**src/rtl/rmii_rx_deframer_if.sv**
```systemverilog
// RX FIFO write-side bus of the RMII receive deframer.
//   master : the deframer; drives the write strobe, data byte and EOD/ERR tags, observes fifo_full
//   slave  : the FIFO; accepts writes, reports fifo_full
// Signals:
//   fifo_full    FIFO cannot accept a byte; writes are ignored while high
//   fifo_wren    one-cycle write strobe per byte
//   fifo_din     byte to write
//   fifo_EOD_in  byte is the last of its frame
//   fifo_ERR_in  frame is bad (meaningful only with fifo_EOD_in=1)
interface rmii_rx_deframer_if;
  logic       fifo_full;
  logic       fifo_wren;
  logic [7:0] fifo_din;
  logic       fifo_EOD_in;
  logic       fifo_ERR_in;

  modport master (
    input  fifo_full,
    output fifo_wren,
    output fifo_din,
    output fifo_EOD_in,
    output fifo_ERR_in
  );

  modport slave (
    output fifo_full,
    input  fifo_wren,
    input  fifo_din,
    input  fifo_EOD_in,
    input  fifo_ERR_in
  );
endinterface

```
**src/rtl/rmii_rx_deframer.sv**
```systemverilog
// RMII receive deframer.
// Samples RXD[1:0]/CRS_DV on REF_CLK, strips preamble and SFD, assembles body bytes LSB dibit first
// and writes them to the RX FIFO one byte behind the line, so the final byte of a frame can be
// tagged EOD (and ERR) once the carrier drops. Good and bad frames are counted in 16-bit binary
// counters exported gray coded for a consumer in another clock domain.
//
// Optional feature: define RMII_RX_FCS_CHECK_EN to check the CRC-32 FCS of every frame; a frame
// whose residue is wrong is tagged ERR on its EOD byte and counted as bad. Without it the FCS bytes
// are passed through unchecked.
//
// Ports:
//   REF_CLK             50 MHz RMII reference clock
//   arst_n              asynchronous active-low reset
//   RXD0, RXD1          receive dibit, RXD0 is the lower bit
//   CRS_DV              carrier sense / data valid
//   fifo                FIFO write bus (master side), all outputs registered
//   succ_rx_count_gray  good-frame counter, gray coded
//   fail_rx_count_gray  bad-frame counter, gray coded
module rmii_rx_deframer #(
  parameter int unsigned MIN_PRE   = 8,
  parameter int unsigned MAX_BYTES = 1522
) (
  input  logic                       REF_CLK,
  input  logic                       arst_n,
  input  logic                       RXD0,
  input  logic                       RXD1,
  input  logic                       CRS_DV,
  rmii_rx_deframer_if.master         fifo,
  output logic [15:0]                succ_rx_count_gray,
  output logic [15:0]                fail_rx_count_gray
);

  localparam int unsigned       CntW   = $clog2(MAX_BYTES + 2);
  localparam logic [CntW-1:0]   MaxCnt = CntW'(MAX_BYTES + 1);
  localparam logic [7:0]        MinPre = 8'(MIN_PRE);

  typedef enum logic [2:0] {
    StIdle,
    StPreamble,
    StBody,
    StDrop,
    StFlush
  } state_e;

  state_e          state_q, state_d;
  logic [7:0]      pre_q, pre_d;
  logic [1:0]      dibit_q, dibit_d;
  logic [5:0]      sr_q, sr_d;
  logic [7:0]      buf_q, buf_d;
  logic            buf_vld_q, buf_vld_d;
  logic [CntW-1:0] byte_cnt_q, byte_cnt_d;
  logic            wr_any_q, wr_any_d;
  logic            fresh_q, fresh_d;

  logic            wren_q, wren_d;
  logic [7:0]      din_q, din_d;
  logic            eod_q, eod_d;
  logic            err_q, err_d;

  logic [15:0]     succ_q, fail_q;
  logic [15:0]     succ_gray_q, fail_gray_q;
  logic            succ_inc, fail_inc;

  logic [1:0]      rxd;
  logic [7:0]      byte_new;
  logic [CntW-1:0] byte_cnt_nx;
  logic            fcs_bad;

  assign rxd         = {RXD1, RXD0};
  assign byte_new    = {rxd, sr_q};
  assign byte_cnt_nx = byte_cnt_q + 1'b1;

`ifdef RMII_RX_FCS_CHECK_EN
  logic [31:0] crc_q;
  logic [31:0] crc_rev;
  logic        crc_clr, crc_upd;

  // Reflected CRC-32 (0xEDB88320 is 0x04C11DB7 bit reversed), one byte per call.
  function automatic logic [31:0] crc32_byte(input logic [31:0] crc, input logic [7:0] data);
    logic [31:0] c;
    c = crc ^ {24'd0, data};
    for (int i = 0; i < 8; i++) begin
      c = c[0] ? ((c >> 1) ^ 32'hEDB88320) : (c >> 1);
    end
    return c;
  endfunction

  always_ff @(posedge REF_CLK or negedge arst_n) begin
    if (!arst_n) begin
      crc_q <= 32'hFFFFFFFF;
    end else if (crc_clr) begin
      crc_q <= 32'hFFFFFFFF;
    end else if (crc_upd) begin
      crc_q <= crc32_byte(crc_q, byte_new);
    end
  end

  // The register runs reflected; compare its bit-reversed view against the standard residue.
  always_comb begin
    for (int i = 0; i < 32; i++) begin
      crc_rev[i] = crc_q[31-i];
    end
  end

  assign fcs_bad = (crc_rev != 32'hC704DD7B);
`else
  assign fcs_bad = 1'b0;
`endif

  always_comb begin
    state_d    = state_q;
    pre_d      = pre_q;
    dibit_d    = dibit_q;
    sr_d       = sr_q;
    buf_d      = buf_q;
    buf_vld_d  = buf_vld_q;
    byte_cnt_d = byte_cnt_q;
    wr_any_d   = wr_any_q;
    fresh_d    = fresh_q;
    wren_d     = 1'b0;
    din_d      = 8'h00;
    eod_d      = 1'b0;
    err_d      = 1'b0;
    succ_inc   = 1'b0;
    fail_inc   = 1'b0;
`ifdef RMII_RX_FCS_CHECK_EN
    crc_clr    = 1'b0;
    crc_upd    = 1'b0;
`endif

    unique case (state_q)
      StIdle: begin
        wr_any_d = 1'b0;
        if (CRS_DV) begin
          if (fresh_q) begin
            // Carrier already up when we left reset: ride out the rest of that frame.
            state_d = StDrop;
          end else begin
            state_d = StPreamble;
            pre_d   = {7'd0, rxd == 2'b01};
          end
        end else begin
          fresh_d = 1'b0;
        end
      end

      StPreamble: begin
        if (!CRS_DV) begin
          state_d = StIdle;
        end else begin
          case (rxd)
            2'b01: if (pre_q != 8'hFF) pre_d = pre_q + 8'd1;
            2'b00: ;
            2'b11: begin
              if (pre_q >= MinPre) begin
                state_d    = StBody;
                dibit_d    = 2'd0;
                buf_vld_d  = 1'b0;
                byte_cnt_d = '0;
`ifdef RMII_RX_FCS_CHECK_EN
                crc_clr    = 1'b1;
`endif
              end else begin
                state_d = StDrop;
              end
            end
            default: state_d = StDrop;
          endcase
        end
      end

      StBody: begin
        if (!CRS_DV) begin
          if (!buf_vld_q) begin
            // Carrier dropped before any complete byte.
            fail_inc = 1'b1;
            state_d  = StIdle;
          end else if (fifo.fifo_full) begin
            // Final byte cannot be written: same handling as an overflow.
            fail_inc = 1'b1;
            state_d  = wr_any_q ? StFlush : StIdle;
          end else begin
            wren_d  = 1'b1;
            din_d   = buf_q;
            eod_d   = 1'b1;
            err_d   = (dibit_q != 2'd0) || fcs_bad;
            succ_inc = !err_d;
            fail_inc = err_d;
            state_d = StIdle;
          end
        end else begin
          dibit_d = dibit_q + 2'd1;
          sr_d    = {rxd, sr_q[5:2]};
          if (dibit_q == 2'd3) begin
            byte_cnt_d = byte_cnt_nx;
            if (byte_cnt_nx == MaxCnt) begin
              fail_inc = 1'b1;
              state_d  = StDrop;
            end else if (buf_vld_q && fifo.fifo_full) begin
              // Byte is discarded rather than strobed into a full FIFO.
              fail_inc = 1'b1;
              state_d  = StDrop;
            end else begin
              if (buf_vld_q) begin
                wren_d   = 1'b1;
                din_d    = buf_q;
                wr_any_d = 1'b1;
              end
              buf_d     = byte_new;
              buf_vld_d = 1'b1;
`ifdef RMII_RX_FCS_CHECK_EN
              crc_upd   = 1'b1;
`endif
            end
          end
        end
      end

      StDrop: begin
        if (!CRS_DV) begin
          // A frame with bytes already in the FIFO must be closed with an error marker.
          state_d = wr_any_q ? StFlush : StIdle;
        end
      end

      StFlush: begin
        if (!fifo.fifo_full) begin
          wren_d  = 1'b1;
          din_d   = 8'h00;
          eod_d   = 1'b1;
          err_d   = 1'b1;
          state_d = StIdle;
        end
      end

      default: state_d = StIdle;
    endcase
  end

  always_ff @(posedge REF_CLK or negedge arst_n) begin
    if (!arst_n) begin
      state_q    <= StIdle;
      pre_q      <= 8'd0;
      dibit_q    <= 2'd0;
      sr_q       <= 6'd0;
      buf_q      <= 8'd0;
      buf_vld_q  <= 1'b0;
      byte_cnt_q <= '0;
      wr_any_q   <= 1'b0;
      fresh_q    <= 1'b1;
      wren_q     <= 1'b0;
      din_q      <= 8'd0;
      eod_q      <= 1'b0;
      err_q      <= 1'b0;
    end else begin
      state_q    <= state_d;
      pre_q      <= pre_d;
      dibit_q    <= dibit_d;
      sr_q       <= sr_d;
      buf_q      <= buf_d;
      buf_vld_q  <= buf_vld_d;
      byte_cnt_q <= byte_cnt_d;
      wr_any_q   <= wr_any_d;
      fresh_q    <= fresh_d;
      wren_q     <= wren_d;
      din_q      <= din_d;
      eod_q      <= eod_d;
      err_q      <= err_d;
    end
  end

  // Binary counters wrap naturally; the gray copies are registered so the exported value never
  // shows a combinational glitch to the other clock domain.
  always_ff @(posedge REF_CLK or negedge arst_n) begin
    if (!arst_n) begin
      succ_q      <= 16'd0;
      fail_q      <= 16'd0;
      succ_gray_q <= 16'd0;
      fail_gray_q <= 16'd0;
    end else begin
      if (succ_inc) succ_q <= succ_q + 16'd1;
      if (fail_inc) fail_q <= fail_q + 16'd1;
      succ_gray_q <= succ_q ^ (succ_q >> 1);
      fail_gray_q <= fail_q ^ (fail_q >> 1);
    end
  end

  assign fifo.fifo_wren      = wren_q;
  assign fifo.fifo_din       = din_q;
  assign fifo.fifo_EOD_in    = eod_q;
  assign fifo.fifo_ERR_in    = err_q;
  assign succ_rx_count_gray  = succ_gray_q;
  assign fail_rx_count_gray  = fail_gray_q;

endmodule

```
**src/flat_wrapper.sv**
```systemverilog
// flat-port wrapper written by rule: the top's interface ports become plain ports
module rmii_rx_deframer_flat 
#(
  parameter int unsigned MIN_PRE   = 8,
  parameter int unsigned MAX_BYTES = 1522
)
  (REF_CLK, arst_n, RXD0, RXD1, CRS_DV, succ_rx_count_gray, fail_rx_count_gray, fifo_fifo_full, fifo_fifo_wren, fifo_fifo_din, fifo_fifo_EOD_in, fifo_fifo_ERR_in);
  rmii_rx_deframer_if fifo_i ();
  input  logic REF_CLK;
  input  logic arst_n;
  input  logic RXD0;
  input  logic RXD1;
  input  logic CRS_DV;
  output logic [15:0] succ_rx_count_gray;
  output logic [15:0] fail_rx_count_gray;
  input wire logic [$bits(fifo_i.fifo_full)-1:0] fifo_fifo_full;
  output wire logic [$bits(fifo_i.fifo_wren)-1:0] fifo_fifo_wren;
  output wire logic [$bits(fifo_i.fifo_din)-1:0] fifo_fifo_din;
  output wire logic [$bits(fifo_i.fifo_EOD_in)-1:0] fifo_fifo_EOD_in;
  output wire logic [$bits(fifo_i.fifo_ERR_in)-1:0] fifo_fifo_ERR_in;
  assign fifo_i.fifo_full = fifo_fifo_full;
  assign fifo_fifo_wren = fifo_i.fifo_wren;
  assign fifo_fifo_din = fifo_i.fifo_din;
  assign fifo_fifo_EOD_in = fifo_i.fifo_EOD_in;
  assign fifo_fifo_ERR_in = fifo_i.fifo_ERR_in;
  rmii_rx_deframer #(.MIN_PRE(MIN_PRE), .MAX_BYTES(MAX_BYTES)) u_core (.REF_CLK(REF_CLK), .arst_n(arst_n), .RXD0(RXD0), .RXD1(RXD1), .CRS_DV(CRS_DV), .fifo(fifo_i), .succ_rx_count_gray(succ_rx_count_gray), .fail_rx_count_gray(fail_rx_count_gray));
endmodule
```
**config.mk**
```make
export PLATFORM = sky130hd
export DESIGN_NAME = rmii_rx_deframer_flat
export DESIGN_NICKNAME = d
export VERILOG_FILES = /design/src/rtl/rmii_rx_deframer_if.sv /design/src/rtl/rmii_rx_deframer.sv /design/src/flat_wrapper.sv
export SDC_FILE = /design/constraint.sdc
export NUM_CORES = 1
export LEC_CHECK = 0
export ABC_AREA = 1
export CAP_MARGIN = 0
export CORE_ASPECT_RATIO = 0.5
export CORE_MARGIN = 10
export CORE_UTILIZATION = 30
export CTS_CLUSTER_DIAMETER = 60
export DETAILED_ROUTE_END_ITERATION = 7
export MAX_ROUTING_LAYER = met4
export PLACE_DENSITY = 0.52
export SLEW_MARGIN = 40
export SYNTH_ARGS = -nofsm -noshare
export SYNTH_HDL_FRONTEND = slang
export SYNTH_SLANG_ARGS = --single-unit
```
**constraint.sdc**
```tcl
create_clock -name REF_CLK -period 2.35 [get_ports REF_CLK]
set_input_delay 0.47 -clock REF_CLK [delete_from_list [all_inputs] [get_ports REF_CLK]]
set_output_delay 0.47 -clock REF_CLK [all_outputs]
set_load 0.03 [all_outputs]
```
Yosys cells after proc, flatten, opt, wreduce, memory -nomap -nowiden

Cells that the tools add are included.

Add/sub/neg operators: 5
Multiply operators: 0
Div/mod/pow operators: 0
$lt $le $gt $ge: 1
Eq/ne operators: 26
Shifts and indexed selects: 0
Mux-type cells: 79
Bitwise operators: 5
Reductions and logical operators: 18

Operators with widths:

| kind                    | count |
|---|---|
| $mux W8                 | 13 |
| $mux W11                | 5 |
| $mux W1                 | 35 |
| $mux W3                 | 11 |
| $add A16 B1 Y16 const B | 2 |
| $xor A16 B15 Y16        | 2 |
| $reduce_and A6 Y1       | 4 |
| $pmux W11 S2            | 1 |
| $ne A2 B2 Y1 const B    | 8 |
| $pmux W8 S2             | 1 |
| $pmux W3 S5             | 1 |
| $ne A2 B1 Y1 const B    | 6 |
| $add A11 B1 Y11 const B | 1 |
| $eq A11 B11 Y1 const B  | 1 |
| $mux W2                 | 5 |
| $pmux W1 S2             | 5 |
| $reduce_and A5 Y1       | 2 |
| $add A8 B1 Y8 const B   | 1 |
| $ge A8 B4 Y1 const B    | 1 |
| $ne A8 B8 Y1 const B    | 1 |
| $reduce_and A8 Y1       | 1 |
| $reduce_bool A2 Y1      | 4 |
| $eq A3 B2 Y1 const B    | 2 |
| $pmux W3 S2             | 1 |
| other kinds (16)        | 20 |

Register bits after elaboration: 116
Latch bits: 0
RAM bits: 0
Memory bits (read-only): 0
Input port bits: 6
Output and inout port bits: 43
Word-level logic and storage cells: 151
Memories: 0

Depth between registers and ports, before layout

Gate-level depths: netlist of run 1.

Depth after elaboration: 6
Mapped depth: 16
Gate-level depth less buffers: 15

Least setup slack after synthesis of run 1

OpenSTA, ideal clock, no wires.

Path type: register to register
From: register u_core.byte_cnt_q[0]
To: register u_core.fail_q[7]
Setup time: 0.117 ns
Data arrival time: 1.683 ns
Data required time: 2.233 ns
Slack: 0.551 ns
Cell stages (with the launch flop): 14
Buffers on the path: 1
Clock period less this slack: 1.799 ns
Cell sequence: dfrtp_1 -> ha_1 -> nand3_2 -> xor2_1 -> nand2_1 -> nor2_2 -> nand3_2 -> nand2_1 -> nand2_2 -> nand2_4 -> buf_6 -> nand2_1 -> nand2_1 -> nand2_1

Cells in the longest elaborated chain, start to end: 6

Ends and longest elaborated chain:

| item                     | line                    | RTL |
|---|---|---|
| start: declaration       | rmii_rx_deframer.sv:51  | `logic [CntW-1:0] byte_cnt_q, byte_cnt_d;` |
| start signal: assignment | rmii_rx_deframer.sv:262 | `byte_cnt_q <= byte_cnt_d;` |
| $add A11 B1 Y11          | rmii_rx_deframer.sv:71  | `assign byte_cnt_nx = byte_cnt_q + 1'b1;` |
| $eq A11 B11 Y1           | rmii_rx_deframer.sv:196 | `if (byte_cnt_nx == MaxCnt) begin` |
| $mux W1                  | rmii_rx_deframer.sv:196 |  |
| $mux W1                  | rmii_rx_deframer.sv:194 | `if (dibit_q == 2'd3) begin` |
| $mux W1                  | rmii_rx_deframer.sv:173 | `if (!CRS_DV) begin` |
| $mux W1                  | rmii_rx_deframer.sv:131 | `unique case (state_q)` |
| end signal: assignment   | rmii_rx_deframer.sv:282 | `if (fail_inc) fail_q <= fail_q + 16'd1;` |
| end: declaration         | rmii_rx_deframer.sv:60  | `logic [15:0] succ_q, fail_q;` |

No other way between the ends.
A chain may end at the register's enable or synchronous reset.

Worst setup path in the final report of run 1

From: register u_core.byte_cnt_q[0]
To: register u_core.fail_q[13]

The elaborated chain is that of the path after synthesis.

==> results of run 1 <==
-- final cells by class --
class | count | share of cell area (%)
repair buffers | 62 | 8.886
multi-input cells | 360 | 30.90
clock buffers | 19 | 6.619
well taps | 234 | 4.279
inverters | 71 | 3.895
clock inverters | 12 | 2.962
flip-flops and latches | 116 | 42.46
-- power by group through the flow --
stage | sequential [mW] | combinational [mW] | clock [mW]
6_report | 2.39 | 1.20 | 2.87
3_3_place_gp | 2.42 | 1.20 | 0
4_1_cts | 2.39 | 1.22 | 2.95
3_5_place_dp | 2.42 | 1.21 | 0
2_1_floorplan | 2.48 | 0.702 | 0
5_1_grt | 2.43 | 1.38 | 3.04
-- cells by family (layout without fill, tap and decap cells) --
group / count (synthesis) / in the layout / synth area share [%]
buffers and inverters: 78 / 164 / 5.875
AOI/OAI and AO/OA: 57 / 57 / 5.782
adders and majority gates: 34 / 34 / 7.991
muxes: 1 / 1 / 0.2115
xor gates and xnor gates: 26 / 26 / 4.277
DFF: 116 / 116 / 54.55
and+or+nand+nor: 242 / 242 / 21.32
-- synthesized netlist by cell type, drive strengths merged --
cell type / n / area [um2]
nand2: 127 / 499.2
dfrtp: 115 / 2878
inv: 71 / 266.5
nor2: 49 / 251.5
nand3: 44 / 235.2
o21ai: 36 / 180.2
ha: 34 / 425.4
nand4: 16 / 112.6
xnor2: 14 / 122.6
a21oi: 12 / 63.81
xor2: 12 / 105.1
buf: 5 / 38.78
nor3: 5 / 30.03
o22ai: 4 / 25.02
clkbuf: 2 / 7.510
a22o: 1 / 8.760
a311oi: 1 / 8.760
a31oi: 1 / 6.260
dfstp: 1 / 26.28
mux2: 1 / 11.26
nor4: 1 / 6.260
o21bai: 1 / 7.510
o31ai: 1 / 7.510
-- layer usage --
layer  global-route usage, %  vias up  part of all wire, %  wire length (um)
li1                        -     1955                    -                 -
met1                   14.09     1791                   53              6041
met2                   15.13       41                   43              4946
met3                   2.369        9                  2.7               311
met4                   4.511        0                  1.2               136
met5                       -        -                    0                 0
-- worst paths after layout --
path / startpoint / end / slack, ns / cells past startpoint
worst max register to register: u_core.byte_cnt_q[0]$_DFFE_PN0P_ / u_core.fail_q[13]$_DFFE_PN0P_ / 0.27 / 15
worst max-delay path: u_core.byte_cnt_q[0]$_DFFE_PN0P_ / u_core.fail_q[13]$_DFFE_PN0P_ / 0.27 / 15
max in group asynchronous: arst_n / u_core.succ_rx_count_gray[15]$_DFF_PN0_ / 1.67 / 2
worst min-delay path: arst_n / u_core.pre_q[7]$_DFFE_PN0P_ / 0.03 / 1
worst min register to register: u_core.succ_q[15]$_DFFE_PN0P_ / u_core.succ_rx_count_gray[15]$_DFF_PN0_ / 0.46 / 0
min in group REF_CLK: u_core.succ_q[15]$_DFFE_PN0P_ / u_core.succ_rx_count_gray[15]$_DFF_PN0_ / 0.46 / 0
-- through the flow --
stage / cells / hold slack (ns)
6_report: 874 / 0.03284
5_1_grt: 874 / 0.06415
4_1_cts: 874 / 0.04508
3_5_place_dp: 843 / 0.4536
3_3_place_gp: 843 / 0.4464
2_1_floorplan: 554 / 0.1744
-- registers in the layout, indices dropped and copies added (netlist names) --
name	count
u_core.buf_q	8
u_core.buf_vld_q	1
u_core.byte_cnt_q	11
u_core.dibit_q	2
u_core.fail_q	16
u_core.fail_rx_count_gray	16
u_core.fifo.fifo_EOD_in	1
u_core.fifo.fifo_ERR_in	1
u_core.fifo.fifo_din	8
u_core.fifo.fifo_wren	1
u_core.fresh_q	1
u_core.pre_q	8
u_core.sr_q	6
u_core.state_q	3
u_core.succ_q	16
u_core.succ_rx_count_gray	16
u_core.wr_any_q	1
==> summary.md, run 1 <==
| Metric | Value |
|---|---|
| Status | finished, final reports clean |
| Post-layout min period | 2.080 ns |
| Mapped Area | 0.005324 mm2 |
| Final setup violating endpoints | 0 |
| Clock root cell | clkbuf_16 |
| Hold Crit Class | input pin to asynchronous set/reset pin |
| Starting Density | 30.60% |
| Largest net degree at the start of global routing | 39 |
| Sw Ratio | 29.07% |
| Vias in the first global route | 3906 |
| Most frequent cells in the layout | 120 x nand2_1, 114 x dfrtp_1, 63 x inv_1 |
| WP data required | 2.64 ns |
| Fin. max-slew vios | 0 |
| Num CTS Buffers | 17 |
| Switching power total | 1.881 mW |
| Vias | 3796 |
| Delay-heaviest family, CP | simple AND/OR/NAND/NOR gates |
| Bufs and invs on worst path | 1 |
| Post-Syn Instances | 554 |
| Core Rows | 34 |
| Syn Nets | 594 |
| Crit share post-route | 88.52% |
| Post-CTS Setup Inserts | 0 |
| GRT Overall Usage | 10.57% |
| TNS Setup | 0 ns |
| DIE HEIGHT | 114.2 um |
| Final #Nets | 668 |
| Combinational fraction of design power | 18.6% |
| Antenna cells | 0 |
| Clk pwr share | 44.4% |
| RSZ-0062 raised after global routing | true |
| Worst slack at placement | 0.1142 ns |
| CP max stage cell | dfrtp_1 |
| Routability Congestion | 0.8216 |
| Unique masters post-synth | 37 |
| First-pass GRT wire length | 19980 um |
| Initial antenna violation count | 0 |
| Clock sinks | 116 |
| Power density cells | 945.3 mW/mm2 |
| Final wirelength | 11440 um |
| Multi-input logic area | 0.002115 mm2 |
| DRT antenna net count | 0 |
| Initial drt markers | 227 |
| Reg power frac | 37.0% |
| Filler cells | 1718 |
| Number of I/O pins | 49 |
| Part of the Yosys area used for sequential elements | 54.55% |
| Core area | 0.01740 mm2 |
| Int Power | 4.588 mW |
| WP data arrival | 2.37 ns |
| Die Wd | 208.4 um |
| WL/cell | 13.08 um |
| Ys Warns | 0 |
| Cell leakage power | 3.388 nW |
| Maximum root-to-sink buffer count | 2 |
| Remaining DRCs | 0 |
| Worst setup SP type | flop |
| Crit path max fanout | 15 |
| Hold-fix buffers, CTS | 0 |
| Worst setup EP type | flop |
| Detailed Place HPWL | 8190 um |
| Pre-antenna DRT Iters | 5 |
| CP max stage delay | 0.40 ns |
| # resized after CTS | 0 |
| Relative slew slack | 65.89% |
| Final Hold Violating Endpoints | 0 |
| Avg Inst Size Synth | 9.610 um2 |
| Fin util | 39.33% |
| Clock slew at reported path FFs | 0.06 ns |
| TritonCTS clock tree | yes |
| WS Path Type | flop to flop |
| Gr ovfl total | 0 |
| CTS H-Tree Depth | 4 |
| Most used cell, CP | nand2_1 |
| Clk_lat worst skew | 0.41 ns |
| Skew final | 0.01071 ns |
| Area grow syn2layout | 28.53% |
| Final instance area | 0.006843 mm2 |
| Synthesis-stage register bit count | 116 |
| Worst-margin pin slew | 0.5116 ns |
| Max Fclk | 0.4807 GHz |
| Ratio of cells with drive above 1 in the final layout | 13.13% |
| Die ar. | 0.02380 mm2 |
| Cells along the critical path | ha_2, nand3_2, nor2_2, nand2_1, nand2_1, nand2_1, nor2_2, nand3_2, nand2_1, nand2_2, nand2_4, buf_12, nand2_1, nand2_1, nand2_1 |
| PortBufs | 48 |
| Post-DP Area | 0.006178 mm2 |
| Total power | 6.469 mW |
| Worst vdd ir | 0.5500 mV |
| Min setup slack post-route | 0.2698 ns |
| Commonest non-fill, non-tap cell in the layout | nand2_1 |
| Storage cell area | 0.002905 mm2 |
| Vias per cell | 4.343 |
| MaxCap Viol Count | 0 |
No activity file was read; power rests on OpenSTA's default activity.
==> inputs of run 2 (changes only) <==
Settings changed: ABC_AREA 1 to unset.
==> summary.md, run 2 <==
| Metric | Value |
|---|---|
| Status | finished, final reports clean (unchanged) |
| Top cells by area, synth | dfrtp_1 55%, ha_1 8.2%, nand2_1 3.7% (was dfrtp_1 54%, nand2_1 8.5%, ha_1 8.0%) |
| Reg2Reg Setup Slack | 0.08 ns (was 0.27 ns) |
| GRT Overall Usage | 10.35% (was 10.57%) |
| Die Wd | 205.9 um (was 208.4 um) |
| Skew final | 0.01175 ns (was 0.01071 ns) |
| Area grow syn2layout | 31.92% (was 28.53%) |
| Int Power | 4.368 mW (was 4.588 mW) |
| Detailed Place HPWL | 7863 um (was 8190 um) |
| Final instance area | 0.006842 mm2 (was 0.006843 mm2) |
| Post-synth top cells | 115 x dfrtp_1, 51 x nand2_1, 34 x ha_1 (was 120 x nand2_1, 115 x dfrtp_1, 63 x inv_1) |
| Initial antenna violation count | 0 (unchanged) |
| CTS H-Tree Depth | 4 (unchanged) |
| Combinational fraction of design power | 21.5% (was 18.6%) |
| Clock slew at reported path FFs | 0.06 ns (about the same) |
| Hold WS | 0.1345 ns (was 0.03284 ns) |
| Placed cell count | 748 (was 843) |
| Core Rows | 33 (was 34) |
| Synth Area in XOR/XNOR | 6.586% (was 4.277%) |
| Final wirelength | 11210 um (was 11440 um) |
| Worst-margin pin slew | 0.6060 ns (was 0.5116 ns) |
| Synth top area share | 55.49% (was 54.05%) |
| Most frequent cells in the layout | 113 x dfrtp_1, 51 x nand2_1, 47 x clkdlybuf4s50_1 (was 120 x nand2_1, 114 x dfrtp_1, 63 x inv_1) |
| Final Hold Violating Endpoints | 0 (unchanged) |
| Worst slack at placement | -0.04780 ns (was 0.1142 ns) |
| Power density cells | 931.5 mW/mm2 (was 945.3 mW/mm2) |
| Ratio of cells with drive above 1 in the final layout | 19.24% (was 13.13%) |
| TNS Setup | 0 ns (unchanged) |
| Adder-Cell Fraction of Synth Area | 8.203% (was 7.991%) |
| DRT antenna net count | 0 (unchanged) |
| Sw Ratio | 31.46% (was 29.07%) |
| Num CTS Buffers | 17 (unchanged) |
| Crit share post-route | 96.56% (was 88.52%) |
| Largest net degree at the start of global routing | 117 (was 39) |
| Cell leakage power | 3.328 nW (was 3.388 nW) |
| Mapped Area | 0.005186 mm2 (was 0.005324 mm2) |
| WL/cell | 14.32 um (was 13.08 um) |
| Clk pwr share | 39.2% (was 44.4%) |
| Vias per cell | 4.545 (was 4.343) |
| Asr flop ratio synth | 100.0% (unchanged) |
| Ys flop type | dfrtp_1 (unchanged) |
| Fin cells | 783 (was 874) |
| First-pass GRT wire length | 18750 um (was 19980 um) |
| Vias | 3559 (was 3796) |
| Fin util | 41.12% (was 39.33%) |
| WP data required | 2.65 ns (was 2.64 ns) |
| WP data arrival | 2.57 ns (was 2.37 ns) |
| Worst setup EP type | flop (unchanged) |
| WS Path Type | flop to flop (unchanged) |
| Reg power frac | 39.3% (was 37.0%) |
| Switching power total | 2.005 mW (was 1.881 mW) |
| Gr ovfl total | 0 (unchanged) |
| Crit path max fanout | 8 (was 15) |
| Relative slew slack | 59.60% (was 65.89%) |
| Post-Syn Instances | 446 (was 554) |
| Initial drt markers | 169 (was 227) |
| RSZ-0062 raised after global routing | true (unchanged) |
| Worst vdd ir | 0.5408 mV (was 0.5500 mV) |
| Ys Warns | 0 (unchanged) |
| Starting Density | 31.17% (was 30.60%) |
| Post-synth EDFFs | 0 (unchanged) |
| Antenna cells | 0 (unchanged) |
| Fin. max-slew vios | 0 (unchanged) |
| DIE HEIGHT | 113.0 um (was 114.2 um) |
| Post-DP Area | 0.006192 mm2 (was 0.006178 mm2) |
| Commonest non-fill, non-tap cell in the layout | dfrtp_1 (was nand2_1) |
| Number of I/O pins | 49 (unchanged) |
| Count leader, synth | dfrtp_1 (was nand2_1) |
| Largest family of logic cells by synthesized area | simple AND/OR/NAND/NOR gates (unchanged) |
| Final setup violating endpoints | 0 (unchanged) |
| MaxCap Viol Count | 0 (unchanged) |
| Vias in the first global route | 3609 (was 3906) |
| Total power | 6.373 mW (was 6.469 mW) |
| Compound-cell area share of the yosys netlist | 9.240% (was 5.781%) |
| Pre-antenna DRT Iters | 4 (was 5) |
| Leading area contributor after synthesis | dfrtp_1 (unchanged) |
| Syn Nets | 486 (was 594) |
| Worst setup SP type | flop (unchanged) |
| Avg Inst Size Synth | 11.63 um2 (was 9.610 um2) |
| Core area | 0.01664 mm2 (was 0.01740 mm2) |
| Unique masters post-synth | 60 (was 37) |
| Clock sinks | 116 (unchanged) |
| TritonCTS clock tree | yes (unchanged) |
| Final #Nets | 583 (was 668) |
| Remaining DRCs | 0 (unchanged) |
| Post-layout min period | 2.269 ns (was 2.080 ns) |
| Worst r2r src | u_core.byte_cnt_q[0]$_DFFE_PN0P_ (unchanged) |
| Min setup slack post-route | 0.08072 ns (was 0.2698 ns) |
| Post-Synth Simple-Gate Area | 15.97% (was 21.32%) |
| Hold Crit Class | input pin to asynchronous set/reset pin (unchanged) |
| Die ar. | 0.02327 mm2 (was 0.02380 mm2) |
| Routability Congestion | 0.8200 (was 0.8216) |
| Clk_lat worst skew | 0.42 ns (was 0.41 ns) |
| Reg2reg path depth | 9 (was 15) |
| PortBufs | 48 (unchanged) |
| Maximum root-to-sink buffer count | 2 (unchanged) |
| Hold-fix buffers, CTS | 0 (unchanged) |
| Clock root cell | clkbuf_16 (unchanged) |
| Reg-to-reg critical path endpoint | u_core.fail_q[1]$_DFFE_PN0P_ (was u_core.fail_q[13]$_DFFE_PN0P_) |
| Synthesis-stage register bit count | 116 (unchanged) |
| Max Fclk | 0.4407 GHz (was 0.4807 GHz) |
| Part of the Yosys area used for sequential elements | 56.00% (was 54.55%) |
| Mux share of post-synthesis cell area | 2.171% (was 0.2115%) |
## run 2: cell types whose count changed in the layout (fill, tap and decap cells not counted), moves of 9 or more
cell / before / now
and2_1: 0 / 10
mux2_2: 1 / 10
nand2_1: 120 / 51
buf_4: 13 / 38
nand3_1: 41 / 16
xor2_1: 12 / 21
inv_1: 63 / 11
nor2_1: 37 / 26
## run 2: worst max-delay path by stage
stage,startpoint,to,cells past startpoint
3_3_place_gp,u_core.byte_cnt_q[0]$_DFFE_PN0P_,u_core.fail_q[15]$_DFFE_PN0P_,8
5_1_grt,u_core.byte_cnt_q[0]$_DFFE_PN0P_,u_core.fail_q[15]$_DFFE_PN0P_,9
3_5_place_dp,u_core.byte_cnt_q[0]$_DFFE_PN0P_,u_core.buf_q[2]$_DFFE_PN0P_,7
6_report,u_core.byte_cnt_q[0]$_DFFE_PN0P_,u_core.fail_q[1]$_DFFE_PN0P_,9
2_1_floorplan,u_core.byte_cnt_q[0]$_DFFE_PN0P_,u_core.buf_q[0]$_DFFE_PN0P_,7
4_1_cts,u_core.byte_cnt_q[3]$_DFFE_PN0P_,u_core.fail_q[15]$_DFFE_PN0P_,7
## run 2: power by group through the flow
stage                     clock network [mW]  registers (mW)  logic (mW)
after detailed placement                   0            2.54        1.34
after global placement                     0            2.54        1.33
after floorplan                            0            2.55       0.772
after global routing                    2.66            2.55        1.53
final                                   2.50            2.51        1.37
after CTS                               2.55            2.51        1.37
## run 2: critical path: stages, from the launching register on
cell      delay (ns)
dfrtp_2         0.44
ha_2            0.23
buf_4           0.14
and3b_1         0.17
nand4_1         0.08
o211ai_1        0.15
buf_4           0.19
a31oi_4         0.29
buf_6           0.15
mux2_2          0.31
## run 2: logic make-up after synthesis
| group | Yosys count |
|---|---|
| compound gates | 69 |
| mux | 10 |
| simple gates | 156 |
| flops | 116 |
| xor+xnor | 39 |
| buf+inv | 22 |
| fa+ha+maj | 34 |
## run 2: layout make-up
class | instances | area, um2
fillers | 1576 | 9798
flip-flops and latches | 116 | 2907
multi-input cells | 308 | 2226
repair buffers | 89 | 809.5
clock buffers | 17 | 425.4
well taps | 227 | 284.0
clock inverters | 15 | 148.9
inverters | 11 | 41.29
## run 2: layer usage
metal  global-route usage (%)  up-vias  wire length [um]
li1                         -     1765                 -
met2                    15.43       42              5153
met4                    4.350        0               158
met5                        -        -                 0
met3                    2.961       13               320
met1                    12.92     1739              5578
## run 2: what timing repair did
item,in CTS,in global routing
pin swaps,3,6
endpoints found under the setup margin,11,22
resized for setup,5,8
setup buffers,2,1
